--- config.mk ---
export PLATFORM = sky130hd
export DESIGN_NAME = regfile_wb_scheduler
export DESIGN_NICKNAME = d
export VERILOG_FILES = /design/src/rtl/regfile_wb_scheduler_pkg.sv /design/src/rtl/regfile_wb_scheduler_wb_scoreboard.sv /design/src/rtl/regfile_wb_scheduler.sv
export SDC_FILE = /design/constraint.sdc
export NUM_CORES = 1
export LEC_CHECK = 0
export CAP_MARGIN = 20
export CORE_MARGIN = 4
export CORE_UTILIZATION = 40
export CTS_BUF_LIST = sky130_fd_sc_hd__clkbuf_8
export CTS_CLUSTER_DIAMETER = 50
export DETAILED_ROUTE_END_ITERATION = 8
export DONT_BUFFER_PORTS = 1
export SLEW_MARGIN = 10
export SYNTH_ARGS = -nofsm -noshare
export SYNTH_HDL_FRONTEND = slang
export SYNTH_SLANG_ARGS = --single-unit
--- constraint.sdc ---
create_clock -name clock -period 1.92 [get_ports clock]
set_clock_uncertainty 0.15 [all_clocks]
set_input_delay 0.192 -clock clock [delete_from_list [all_inputs] [get_ports clock]]
set_output_delay 0.192 -clock clock [all_outputs]
set_load 0.005 [all_outputs]
--- src/rtl/regfile_wb_scheduler_pkg.sv ---
// Shared constants for the register-file writeback scheduler: widths,
// the fixed jal link register and the requester slot numbering.
package regfile_wb_scheduler_pkg;

  localparam int DATA_W = 32;
  localparam int ADDR_W = 5;
  localparam int NREG   = 32;

  localparam logic [4:0] REG_LINK = 5'd31;

  localparam int REQ_MEM = 0;
  localparam int REQ_LNK = 1;
  localparam int REQ_ALU = 2;
  localparam int NREQ    = 3;

endpackage

--- src/rtl/regfile_wb_scheduler_wb_scoreboard.sv ---
// Busy bits for registers awaiting a load return, with three lookup ports
// used by decode to detect RAW/WAW hazards.
module regfile_wb_scheduler_wb_scoreboard
  import regfile_wb_scheduler_pkg::*;
#(
  parameter int AW = ADDR_W
) (
  input  logic            clock,
  input  logic            reset,
  input  logic            set_en,
  input  logic [AW-1:0]   set_addr,
  input  logic            clr_en,
  input  logic [AW-1:0]   clr_addr,
  input  logic [AW-1:0]   look_a,
  input  logic [AW-1:0]   look_b,
  input  logic [AW-1:0]   look_c,
  output logic [NREG-1:0] busy,
  output logic            hit_a,
  output logic            hit_b,
  output logic            hit_c
);

  logic [NREG-1:0] busy_reg;
  logic [NREG-1:0] busy_next;

  // A set in the same cycle as a clear of the same entry wins; entry 0 never holds.
  genvar gi;
  generate
    for (gi = 0; gi < NREG; gi++) begin : g_bit
      if (gi == 0) begin : g_zero
        assign busy_next[gi] = 1'b0;
      end else begin : g_live
        assign busy_next[gi] = (set_en && (set_addr == AW'(gi))) ||
                               (busy_reg[gi] && !(clr_en && (clr_addr == AW'(gi))));
      end
    end
  endgenerate

  always_ff @(posedge clock or negedge reset) begin
    if (!reset) begin
      busy_reg <= '0;
    end else begin
      busy_reg <= busy_next;
    end
  end

  assign busy  = busy_reg;
  assign hit_a = busy_reg[look_a];
  assign hit_b = busy_reg[look_b];
  assign hit_c = busy_reg[look_c];

endmodule

--- src/rtl/regfile_wb_scheduler.sv ---
// Arbitrates the single register-file write port between load return, jal link
// and ALU results, with an anti-starvation boost for the ALU and a load-busy stall.
module regfile_wb_scheduler
  import regfile_wb_scheduler_pkg::*;
#(
  parameter int STARVE_MAX = 4,
  parameter int DW         = DATA_W,
  parameter int AW         = ADDR_W
) (
  input  logic            clock,
  input  logic            reset,
  input  logic            alu_valid,
  input  logic [AW-1:0]   alu_addr,
  input  logic [DW-1:0]   alu_data,
  output logic            alu_ready,
  input  logic            mem_valid,
  input  logic [AW-1:0]   mem_addr,
  input  logic [DW-1:0]   mem_data,
  output logic            mem_ready,
  input  logic            lnk_valid,
  input  logic [DW-1:0]   lnk_data,
  output logic            lnk_ready,
  input  logic            iss_load,
  input  logic [AW-1:0]   iss_rd,
  input  logic [AW-1:0]   dec_rs,
  input  logic [AW-1:0]   dec_rt,
  input  logic [AW-1:0]   dec_rd,
  output logic            stall,
  output logic            wr_en,
  output logic [AW-1:0]   wr_addr,
  output logic [DW-1:0]   wr_data,
  output logic [NREG-1:0] busy_vec
);

  localparam int SW = $clog2(STARVE_MAX + 1);

  logic [SW-1:0]   starve_reg;
  logic            alu_force;
  logic [NREQ-1:0] grant;
  logic [AW-1:0]   win_addr;
  logic [DW-1:0]   win_data;
  logic            hit_rs;
  logic            hit_rt;
  logic            hit_rd;

  // Fixed priority MEM > LNK > ALU, unless the ALU has lost STARVE_MAX cycles in a row.
  always_comb begin
    alu_force      = alu_valid && (starve_reg == SW'(STARVE_MAX));
    grant          = '0;
    grant[REQ_MEM] = mem_valid && !alu_force;
    grant[REQ_LNK] = lnk_valid && !mem_valid && !alu_force;
    grant[REQ_ALU] = alu_valid && (alu_force || !(mem_valid || lnk_valid));
    win_addr       = alu_addr;
    win_data       = alu_data;
    if (grant[REQ_MEM]) begin
      win_addr = mem_addr;
      win_data = mem_data;
    end else if (grant[REQ_LNK]) begin
      win_addr = AW'(REG_LINK);
      win_data = lnk_data;
    end
  end

  assign mem_ready = grant[REQ_MEM];
  assign lnk_ready = grant[REQ_LNK];
  assign alu_ready = grant[REQ_ALU];

  always_ff @(posedge clock or negedge reset) begin
    if (!reset) begin
      starve_reg <= '0;
      wr_en      <= 1'b0;
      wr_addr    <= '0;
      wr_data    <= '0;
    end else begin
      if (alu_valid && !grant[REQ_ALU]) begin
        if (starve_reg != SW'(STARVE_MAX)) starve_reg <= starve_reg + 1'b1;
      end else begin
        starve_reg <= '0;
      end
      // Writes to register 0 complete the handshake but never reach the file.
      wr_en <= (|grant) && (win_addr != '0);
      if (|grant) begin
        wr_addr <= win_addr;
        wr_data <= win_data;
      end
    end
  end

  regfile_wb_scheduler_wb_scoreboard #(
    .AW(AW)
  ) u_scoreboard (
    .clock    (clock),
    .reset    (reset),
    .set_en   (iss_load),
    .set_addr (iss_rd),
    .clr_en   (grant[REQ_MEM]),
    .clr_addr (mem_addr),
    .look_a   (dec_rs),
    .look_b   (dec_rt),
    .look_c   (dec_rd),
    .busy     (busy_vec),
    .hit_a    (hit_rs),
    .hit_b    (hit_rt),
    .hit_c    (hit_rd)
  );

  assign stall = hit_rs | hit_rt | hit_rd;

endmodule

Yosys cells after proc, flatten, opt, wreduce, memory -nomap -nowiden
Cells that the tools add are included.

word-level totals
  bits in registers = 72
  input bits = 132
  output and inout bits = 74
  logic and storage cells = 258

operators by class
  add/sub/neg operators = 1
  $lt $le $gt $ge = 3
  equal/unequal tests = 65
  muxes and demuxes = 12
  bitwise operators = 2
  reductions and logical operators = 170

operators with widths
  cell                                                  number
  equality test 5 bit (second input constant)           32
  logical AND 1 bit                                     100
  equality test 5 x 4 -> 1 bit (second input constant)  16
  two-way mux 32 bit                                    2
  equality test 5 x 3 -> 1 bit (second input constant)  8
  logical NOT 1 bit                                     35
  logical OR 1 bit                                      33
  equality test 5 x 2 -> 1 bit (second input constant)  4
  < comparator 5 x 6 -> 1 bit (second input constant)   3
  binary-select mux 1 bit (select 5 bit)                3
  equality test 5 x 1 -> 1 bit (second input constant)  2
  two-way mux 5 bit                                     2
  two-way mux 3 bit                                     2
  nonzero test 5 bit                                    1
  adder 3 x 1 -> 3 bit (second input constant)          1
  equality test 3 bit (second input constant)           1
  two-way mux 1 bit                                     3
  != test 3 bit (second input constant)                 1
  OR reduction 3 bit                                    1
  != test 2 x 1 -> 1 bit (second input constant)        1
  OR 1 bit                                              2

Logic depth before layout (Yosys ltp)
  depth in word-level cells = 8
  mapped depth = 9
  mapped depth without buffers = 8

By module
A second synthesis with hierarchy kept.

second synthesis, totals
  cells, all modules = 512
  area total of the unflattened synthesis = 4626.9 um2

by module, submodules not included
  module                              instances  cells each  area each (um2)  seq. area each (um2)
  regfile_wb_scheduler                1          271         2391.0           1026.0
  regfile_wb_scheduler_wb_scoreboard  1          241         2235.9           775.7

Least setup slack after synthesis
Ideal clock, no wire load.

  kind = register to output
  start point = reg u_scoreboard.busy_reg[27], in the netlist u_scoreboard.busy[27]
  end point = out stall
  arrival time = 1.541 ns
  data required time = 1.578 ns
  setup slack = 0.037 ns
  cell stages (with the launch flop) = 5
  buffers on the path = 0
  cell sequence = dfrtp_1 mux4_1 mux2_2 a221oi_2 o2111ai_1

between the ends
  longest elaborated chain between the ends = 4
  elaborated cells between the ends (all ways) = 8
  classes of those cells = mux: 6; bitwise: 2

ends and longest elaborated chain
  what                                                              RTL line                                                                            RTL
  start: declaration                                                regfile_wb_scheduler_wb_scoreboard.sv:23                                            logic [NREG-1:0] busy_reg;
  start signal: assignment                                          regfile_wb_scheduler_wb_scoreboard.sv:43                                            busy_reg <= busy_next;
  binary-select mux 1 bit (select 5 bit), on equally long branches  regfile_wb_scheduler_wb_scoreboard.sv:48, regfile_wb_scheduler_wb_scoreboard.sv:49
  two-way mux 1 bit, on equally long branches                       regfile_wb_scheduler_wb_scoreboard.sv:48, regfile_wb_scheduler_wb_scoreboard.sv:49
  OR 1 bit                                                          regfile_wb_scheduler.sv:107                                                         assign stall = hit_rs | hit_rt | hit_rd;
  OR 1 bit (*)                                                      regfile_wb_scheduler.sv:107
  end: declaration                                                  regfile_wb_scheduler.sv:28                                                          output logic stall,

Mark *: on every way between the ends. The rest lies on a longest branch, timed or not. The select of a mux whose other input is x is not followed.

Worst setup path in the final report
  start point = reg u_scoreboard.busy_reg[23], in the netlist u_scoreboard.busy[23]
  end point = out stall

The elaborated chain is that of the path after synthesis.

==> summary.md <==
| Metric | Value |
|---|---|
| Core box area | 10900 µm² |
| Overflow after GRT | 0 |
| Antenna violations before repair | 0 |
| Largest cells by area after synthesis | dfrtp_1 40%, mux2i_1 10%, o21ai_0 7.2%, a211oi_1 5.6%, a21o_1 5.4% |
| Netlist cell types | 47 |
| Cell Int Power | 3050 µW |
| Starting Density | 41.0% |
| Row count | 38 |
| Reg-to-reg critical path startpoint | starve_reg[1]$_DFFE_PN0P_ |
| RePlAce Congestion | 0.918 |
| Post-synth top area share | 40.4% |
| Worst r2r dst | wr_data[27]$_DFFE_PN0P_ |
| Height of the die | 114 µm |
| Final setup vio count | 2 |
| DRT Wirelength | 13800 µm |
| CP peak stage delay | 0.48 ns |
| PD cells | 795 nW/µm² |
| Critical path's slowest cell | mux4_2 |
| Clock-pin slew on the worst setup and hold paths | 0.08 ns |
| Final core occ | 51.0% |
| IO Port Bufs | 0 |
| Pwr Total | 4410 µW |
| Flop and latch count out of synthesis | 72 |
| Post-Layout Cell Count | 637 |
| RSZ-0062 raised after global routing | true |
| WP buf/inv | 0 |
| Die Span X | 114 µm |
| Leak Pwr | 0.00240 µW |
| DP HPWL | 9630 µm |
| Hold Violations, Final | 75 |
| Run status | complete, but fails checks |
| Async S/R FF share, synth | 100% |
| CP required | 1.58 ns |
| Tmin final | 2.29 ns |
| Worst slew pin tran | 0.528 ns |
| I/O Pins | 206 |
| H-Tree Depth | 3 |
| R2r setup slk | -0.01 ns |
| Pin count of the biggest net entering global routing | 73 |
| Syn. warnings | 0 |
| Crit path max-delay family | multiplexers |
| CTS tree | built |
| Post-synth top flop | dfrtp_1 |
| Number of global-route vias before repair | 3977 |
| Crit path kind | reg2out |
| Worst skew pair latency | 0.34 ns |
| Peak Freq | 0.438 GHz |
| Gate Count Post-Synth | 442 |
| Crit. End Element | output port |
| Worst Slack Setup Final | -0.365 ns |
| Worst path arrival time | 1.94 ns |
| Nets | 626 |
| Wire per inst | 21.7 µm |
| Post-CTS Hold Buffers | 30 |
| Hold WC Path Type | in2async |
| Cell Area, Synth | 4460 µm² |
| Number of flops mapped to enable cells by yosys | 0 |
| Crit path max fanout | 3 |
| Sequential share of the synthesized area | 40.4% |
| Startpoint Class | flip-flop |
| Synth Net Count | 576 |
| Area Growth Syn to Fin | 24.5% |
| Drt via density | 6.01 |
| Root Buffer Master | clkbuf_8 |
| First-pass GRT wire length | 21000 µm |
| Register share of total power | 46.1% |
| Slew Viols, Final | 0 |
| First-pass DRT Iterations | 4 |
| Hold Slack | -0.605 ns |
| Slew headroom | 63.9% |
| Drt drc | 0 |
| R2R cell count | 9 |
| Die area | 12900 µm² |
| CTS Buf Count | 9 |
| Worst vdd rail ir drop | 399 µV |
| Largest register FFs | 32 |
| Switch Pwr | 1360 µW |
| Post-DRT Antenna Nets | 0 |
| Num Clock Sinks | 72 |
| Avg Cell Area, Syn | 10.1 µm² |
| DR vias | 3826 |
| Critical path origin | u_scoreboard.busy[23]$_DFF_PN0_ |
| Placed Cells incl. Taps | 583 |
| Clock network power share | 26.2% |
| Combinational share of power | 27.7% |
| Switching Share | 30.8% |
| Antenna diodes | 0 |
| Area leader, netlist | dfrtp_1 |
| Fin crit share | 119% |
| Share of cells above drive strength 1 | 21.1% |
| CTS max path bufs | 2 |
| CP cell instances | mux4_2 -> mux2_4 -> a221oi_4 -> o2111ai_2 |
| Total track usage | 20.4% |
| Iteration-0 DRC Markers | 200 |
| Failing checks | negative hold slack, negative setup slack |
| Max-cap violations | 0 |
-- cell families after synthesis --
family | Yosys count | share of synthesized area [%]
simple gates | 109 | 12.7
other cells | 1 | 0.0841
buf+inv | 36 | 3.90
compound gates | 155 | 22.6
xor+xnor | 1 | 0.196
mux | 66 | 19.6
fa+ha+maj | 2 | 0.561
flops | 72 | 40.4
-- worst max-delay path by stage --
stage | endpoint | slack, ns | cells after the start
final | stall | -0.37 | 4
after global routing | stall | -0.45 | 4
after global placement | stall | -0.02 | 4
after CTS | stall | -0.40 | 4
after floorplan | stall | 0.04 | 4
after detailed placement | wr_data[27]$_DFFE_PN0P_ | -0.06 | 8
-- cells in the mapped netlist, types with 2 or more instances --
library cell,count
a2111oi_0,2
a211oi_1,33
a21o_1,32
a21oi_1,5
a221oi_1,2
a31oi_1,6
buf_1,4
buf_2,7
buf_4,2
buf_6,3
clkbuf_1,15
dfrtp_1,72
ha_1,2
inv_1,5
mux2_2,6
mux2i_1,45
mux4_1,5
mux4_2,10
nand2_1,12
nand2b_1,8
nand3_1,7
nand3b_1,6
nand4_1,2
nand4b_1,6
nor2_1,45
nor2b_1,11
nor4_1,2
o2111ai_1,2
o21ai_0,64
or2_2,3
or4b_1,2
-- timing repair --
item / CTS / global route
endpoints found under the setup margin: 3 / 36
pin swaps: 3 / 20
setup buffers: 2 / 2
resized for setup: 10 / 33
endpoints found under the hold margin: 119 / 72
cloned: 2 / 2
-- metrics by stage --
| stage | setup WS (ns) | hold slack (ns) | setup TNS [ns] | cell area [µm²] |
|---|---|---|---|---|
| after floorplan | 0.0366 | -0.254 | 0 | 4460 |
| after global placement | -0.0162 | -0.252 | -0.0255 | 4760 |
| after detailed placement | -0.0578 | -0.251 | -0.0928 | 4760 |
| after CTS | -0.403 | -0.635 | -0.403 | 5350 |
| after global routing | -0.446 | -0.634 | -1.87 | 5550 |
| final | -0.365 | -0.605 | -0.376 | 5550 |
-- routing by layer --
layer	wire (µm)	track usage, %	vias to the layer above
li1	-	-	1779
met5	0	0	-
met3	1250	4.93	19
met4	215	7.37	0
met2	6860	34.0	175
met1	5500	25.9	1853
-- power by group through the flow --
| stage | sequential, µW | clock, µW | combinational (µW) |
|---|---|---|---|
| 3_3_place_gp | 2050 | 0 | 1030 |
| 2_1_floorplan | 2000 | 0 | 691 |
| 4_1_cts | 2030 | 1190 | 1160 |
| 5_1_grt | 2070 | 1250 | 1340 |
| 3_5_place_dp | 2060 | 0 | 1050 |
| 6_report | 2030 | 1160 | 1220 |
-- cell type report --
type	instances	area [µm²]
clock buffers	9	124
clock inverters	7	63.8
fillers	999	5340
inverters	5	21.3
multi-input cells	334	2640
flip-flops and latches	72	1800
well taps	140	175
repair buffers	70	724
-- cell usage in the layout (no fill, tap or decap), types with 2 or more instances in the layout --
cell type      netlist  layout
buf_4                2      30
nand3b_1             6       6
nor4_1               2       2
o21ai_1              0       3
clkinv_2             0       3
nor2b_1             11      10
buf_12               0       3
clkbuf_16            0       2
or4b_4               0       2
buf_16               0       2
inv_1                5       5
nand2_1             12      11
or2_2                3       3
dlygate4sd3_1        0      30
mux4_1               5       4
mux2i_1             45      34
buf_6                3       3
a21oi_1              5       5
a221oi_1             2       2
nand3_1              7       6
a31oi_1              6       6
clkinvlp_4           0       2
o21ai_0             64      61
mux2_2               6       5
a211oi_1            33      25
clkbuf_8             0       9
mux2i_2              0       8
nand4b_1             6       6
a21o_1              32      32
nand4_1              2       2
mux2i_4              0       3
mux4_2              10      11
nor2_1              45      45
dfrtp_1             72      72
nand2b_1             8       8
a211oi_2             0       8
Power figures use the tool's default switching activity.
==> patch 1, RTL diff (same flow settings) <==
Change the package constant `NREG` from 32 to 48.
--- a/src/rtl/regfile_wb_scheduler_pkg.sv
+++ b/src/rtl/regfile_wb_scheduler_pkg.sv
@@ -4,7 +4,7 @@
 
   localparam int DATA_W = 32;
   localparam int ADDR_W = 5;
-  localparam int NREG   = 32;
+  localparam int NREG   = 48;
 
   localparam logic [4:0] REG_LINK = 5'd31;
 
Interface: changed (resized busy_vec); port bits go from 206 to 222. No check against the original RTL was run, so the function may have changed too.
==> patch 1 against the original RTL <==
  * Synthesized area rose by 14%
  * Setup slack got worse by 0.027 ns
  * Routed wire length rose by 23%
  * Sequential cell count rose by 16
  * Cell area rose by 16%
  * Total power rose by 17%
  * Die area rose by 13%
  * The run still ends with hold timing, setup timing left
  * Largest power group unchanged
==> patch 1: results (changes against the original RTL) <==
- # diodes: 0 (unchanged)
- Worst Tran Pin Value: 0.542 ns (+0.0134 ns)
- Pwr dens: 804 mW/mm² (+1.1%)
- Fraction of layout cells with a size suffix above 1: 0.196 (-0.0151)
- Reg power frac: 0.490 (+0.029)
- Starting density of the core: 0.416 (+0.00693)
- Fillcell total: 1,126 (+13%)
- Crit path from: u_scoreboard.busy[19]$_DFF_PN0_
- Clock-net power: 0.00128 W (+10%)
- Final WS setup: -0.392 ns (-0.0267 ns)
- Largest net degree at the start of global routing: 89 (+22%)
- Placed Instance Area: 0.00546 mm² (+15%)
- Peak VDD IR: 0.000394 V (-1.2%)
- Failing checks: hold timing, setup timing
- Sw Ratio: 0.310 (+0.00183)
- Synth cell count leaders: dfrtp_1, a21o_1, nor2_1, mux2i_1, o21ai_0
- First-pass DRT Iterations: 5 (+1)
- Seq/Total Area, Yosys: 0.433 (+0.0289)
- Setup repair bufs after CTS: 3 (+1)
- CP Data Arrival Time: 1.97 ns (+0.03 ns)
- Place WS: -0.0576 ns (+0.000273 ns)
- Vias in the first global route: 4,669 (+17%)
- Flop-to-flop setup slack: -0.04 ns (-0.03 ns)
- Syn Nets: 632 (+9.7%)
- Hold Slack: -0.631 ns (-0.0266 ns)
- Status: finished with violations
- Final RePlAce weighted congestion: 0.863 (-6.0%)
- Fin nets: 700 (+12%)
- Via count of the routed design: 4,444 (+16%)
- Synth Instances: 498 (+13%)
- P_leak: 2.96 nW (+23%)
- Placed cell count: 668 (+15%)
- Post-cts sizing count: 7 (-3)
- Crit-path max FO: 4 (+1)
- Post-Route WL: 17,000 µm (+23%)
- Dpl hpwl: 11,600 µm (+21%)
- RR Endpoint: wr_data[30]$_DFFE_PN0P_
- Total track usage: 0.226 (+0.0221)
- Synth top area cells: dfrtp_1, a21o_1, mux2i_1, a211oi_1, mux4_2
- Switching power total: 0.00161 W (+18%)
- Setup TNS: -0.503 ns (-0.127 ns)
- Final cell count without fillers: 739 (+16%)
- CTS Hold Buffers Added: 46 (+53%)
- Crit path largest cell delay: 0.46 ns (-0.02 ns)
- Finish-stage setup viols: 11 (+9)
- R2R Path Start: starve_reg[0]$_DFFE_PN0P_
- Max reg flops: 47 (+47%)
- Synth unique cells: 49 (+4.3%)
- Final hold viol count: 88 (+17%)
## patch 1: changes by cell type after synthesis, moves of 3 or more
cell	unedited run	this run
a21o_1	32	62
a31oi_1	6	2
clkbuf_1	15	20
dfrtp_1	72	88
mux2i_1	45	42
nand2_1	12	28
nand3_1	7	11
nor2_1	45	54
nor3_1	1	5
o21ai_0	64	39
o22ai_1	1	4
## patch 1: layer usage
| layer | vias to the layer above | part of all wire | track usage |
|---|---|---|---|
| li1 | 1995 | - | - |
| met1 | 2171 | 0.38 | 0.262 |
| met2 | 236 | 0.50 | 0.390 |
| met3 | 42 | 0.082 | 0.0608 |
| met4 | 0 | 0.033 | 0.104 |
| met5 | - | 0 | 0 |
## patch 1: worst min-delay path by stage
stage / from / to / slack [ns] / cells after the start
2_1_floorplan: reset / starve_reg[0]$_DFFE_PN0P_ / -0.25 / 0
3_3_place_gp: reset / wr_data[12]$_DFFE_PN0P_ / -0.25 / 0
3_5_place_dp: reset / wr_data[12]$_DFFE_PN0P_ / -0.25 / 0
4_1_cts: reset / wr_data[12]$_DFFE_PN0P_ / -0.65 / 0
5_1_grt: reset / wr_data[12]$_DFFE_PN0P_ / -0.66 / 0
6_report: reset / wr_data[12]$_DFFE_PN0P_ / -0.63 / 0
## patch 1: final cells by class
cell class                      instances  share of cell area
Clock buffer                            9              0.0192
Clock inverter                          7              0.0113
Inverter                                5             0.00330
Multi-Input combinational cell        370               0.447
Sequential cell                        88               0.341
Tap cell                              168              0.0326
Timing Repair Buffer                   92               0.145
## patch 1: logic make-up after synthesis
logic type,after synthesis,share of synthesized area
XOR/XNOR,1,0.00172
other,1,0.000737
flip-flops,88,0.433
multiplexers,64,0.168
AND/OR/NAND/NOR,141,0.135
buffers and inverters,40,0.0357
adder cells (fa/ha/maj),2,0.00492
AO/OA/AOI/OAI,161,0.221
==> patch 2, RTL diff (config.mk and constraints unchanged) <==
Made on the original files. Make the reset (`reset`) synchronous in 2 clocked blocks.
--- a/src/rtl/regfile_wb_scheduler_wb_scoreboard.sv
+++ b/src/rtl/regfile_wb_scheduler_wb_scoreboard.sv
@@ -36,7 +36,7 @@
     end
   endgenerate
 
-  always_ff @(posedge clock or negedge reset) begin
+  always_ff @(posedge clock) begin
     if (!reset) begin
       busy_reg <= '0;
     end else begin
--- a/src/rtl/regfile_wb_scheduler.sv
+++ b/src/rtl/regfile_wb_scheduler.sv
@@ -65,7 +65,7 @@
   assign lnk_ready = grant[REQ_LNK];
   assign alu_ready = grant[REQ_ALU];
 
-  always_ff @(posedge clock or negedge reset) begin
+  always_ff @(posedge clock) begin
     if (!reset) begin
       starve_reg <= '0;
       wr_en      <= 1'b0;
Function: differs if reset is asserted again (counterexample within 4 cycles, from zero or initial values and one cycle with reset low); with reset held inactive, the same outputs for 10 cycles.
==> patch 2 against the original RTL <==
  * Setup slack better by 0.065 ns
  * Clock power rose by 29%
  * Sequential cell count unchanged
  * First-iteration DRC count increased by 59%
  * Cell area increased by 10%
  * Routed wire length increased by 19%
  * Synthesized area grew 4.8%
  * The run still ends with hold timing, setup timing left
  * Non-clock buffer count is 28 higher
  * Total power shrank 13%
==> patch 2: results (changes against the original RTL) <==
- Setup repair bufs after CTS: 5 (+3)
- Met3 Use GR: 0.0756 (+0.0263)
- M1 GR Usage: 0.252 (-0.00754)
- Worst Tran Pin Value: 0.527 ns (-0.00131 ns)
- Multi-input gate share of total cell area: 0.513 (+0.0374)
- Peak VDD IR: 0.000375 V (-5.9%)
- Final hold viol count: 1 (-99%)
- Dpl hpwl: 10,200 µm (+6.2%)
- Final cell count without fillers: 746 (+17%)
- Syn_area_per_cell: 8.80 µm² (-13%)
- Global-route wire length before repair: 24,000 µm (+14%)
- WL per Instance: 22.0 µm (+1.6%)
- CTS Hold Buffers Added: 55 (+83%)
- R2R Path Start: starve_reg[1]$_SDFFE_PN0P_
- RR Endpoint: wr_data[8]$_SDFFE_PN0P_
- Status: finished with violations
- Syn Nets: 665 (+15%)
- Reg power frac: 0.427 (-0.034)
- Crit path from: u_scoreboard.busy[15]$_SDFF_PN0_
- Final WS setup: -0.300 ns (+0.0652 ns)
- Cell internal pwr: 0.00286 W (-6.3%)
- Synth top area cells: dfxtp_1, mux4_2, mux2i_1, a211o_1, nand2_1
- Finish-stage setup viols: 27 (+25)
- Post-cts sizing count: 22 (+12)
- Multi-input gates: 410 (+23%)
- Placed Instance Area: 0.00487 mm² (+2.2%)
- Design area: 0.00612 mm² (+10%)
- R2R depth: 10 (+1)
- Failing checks: hold timing, setup timing
- Async set-reset flop share out of synthesis: 0 (-1.00)
- Hold Slack: -0.00872 ns (+0.596 ns)
- Met2 Use GR: 0.404 (+0.0635)
- Largest net degree at the start of global routing: 71 (-2.7%)
- Synth unique cells: 55 (+17%)
- Tightest Hold Check Type: primary input to register
- Seq area share: 0.238 (-0.0870)
- Final RePlAce weighted congestion: 0.849 (-7.5%)
- Signal buf overhead: 0.176 (+0.0452)
==> patch 2: cell types whose count changed in the layout (fill, tap and decap cells not counted), sizes merged, moves of 22 or more <==
cell / delta
dlygate4sd3: +22
a21boi: +63
a211o: +32
a211oi: -33
dfxtp: +72
a21o: -32
o21ai: -29
dfrtp: -72
nand2: +59
==> patch 2: kinds of logic after synthesis <==
| logic type | after synthesis | synth area share |
|---|---|---|
| adders and majority gates | 2 | 0.00535 |
| buffers and inverters | 50 | 0.0573 |
| DFF | 72 | 0.308 |
| and+or+nand+nor | 185 | 0.183 |
| xor gates and xnor gates | 1 | 0.00187 |
| other | 1 | 0.000802 |
| AOI/OAI and AO/OA | 158 | 0.263 |
| muxes | 62 | 0.180 |
==> patch 2: critical path, cell delays in order (launching register included) <==
cell	delay (ns)
dfxtp_2	0.34
mux4_2	0.48
a22o_1	0.19
a31oi_1	0.18
o2111a_1	0.23
nand3_2	0.09
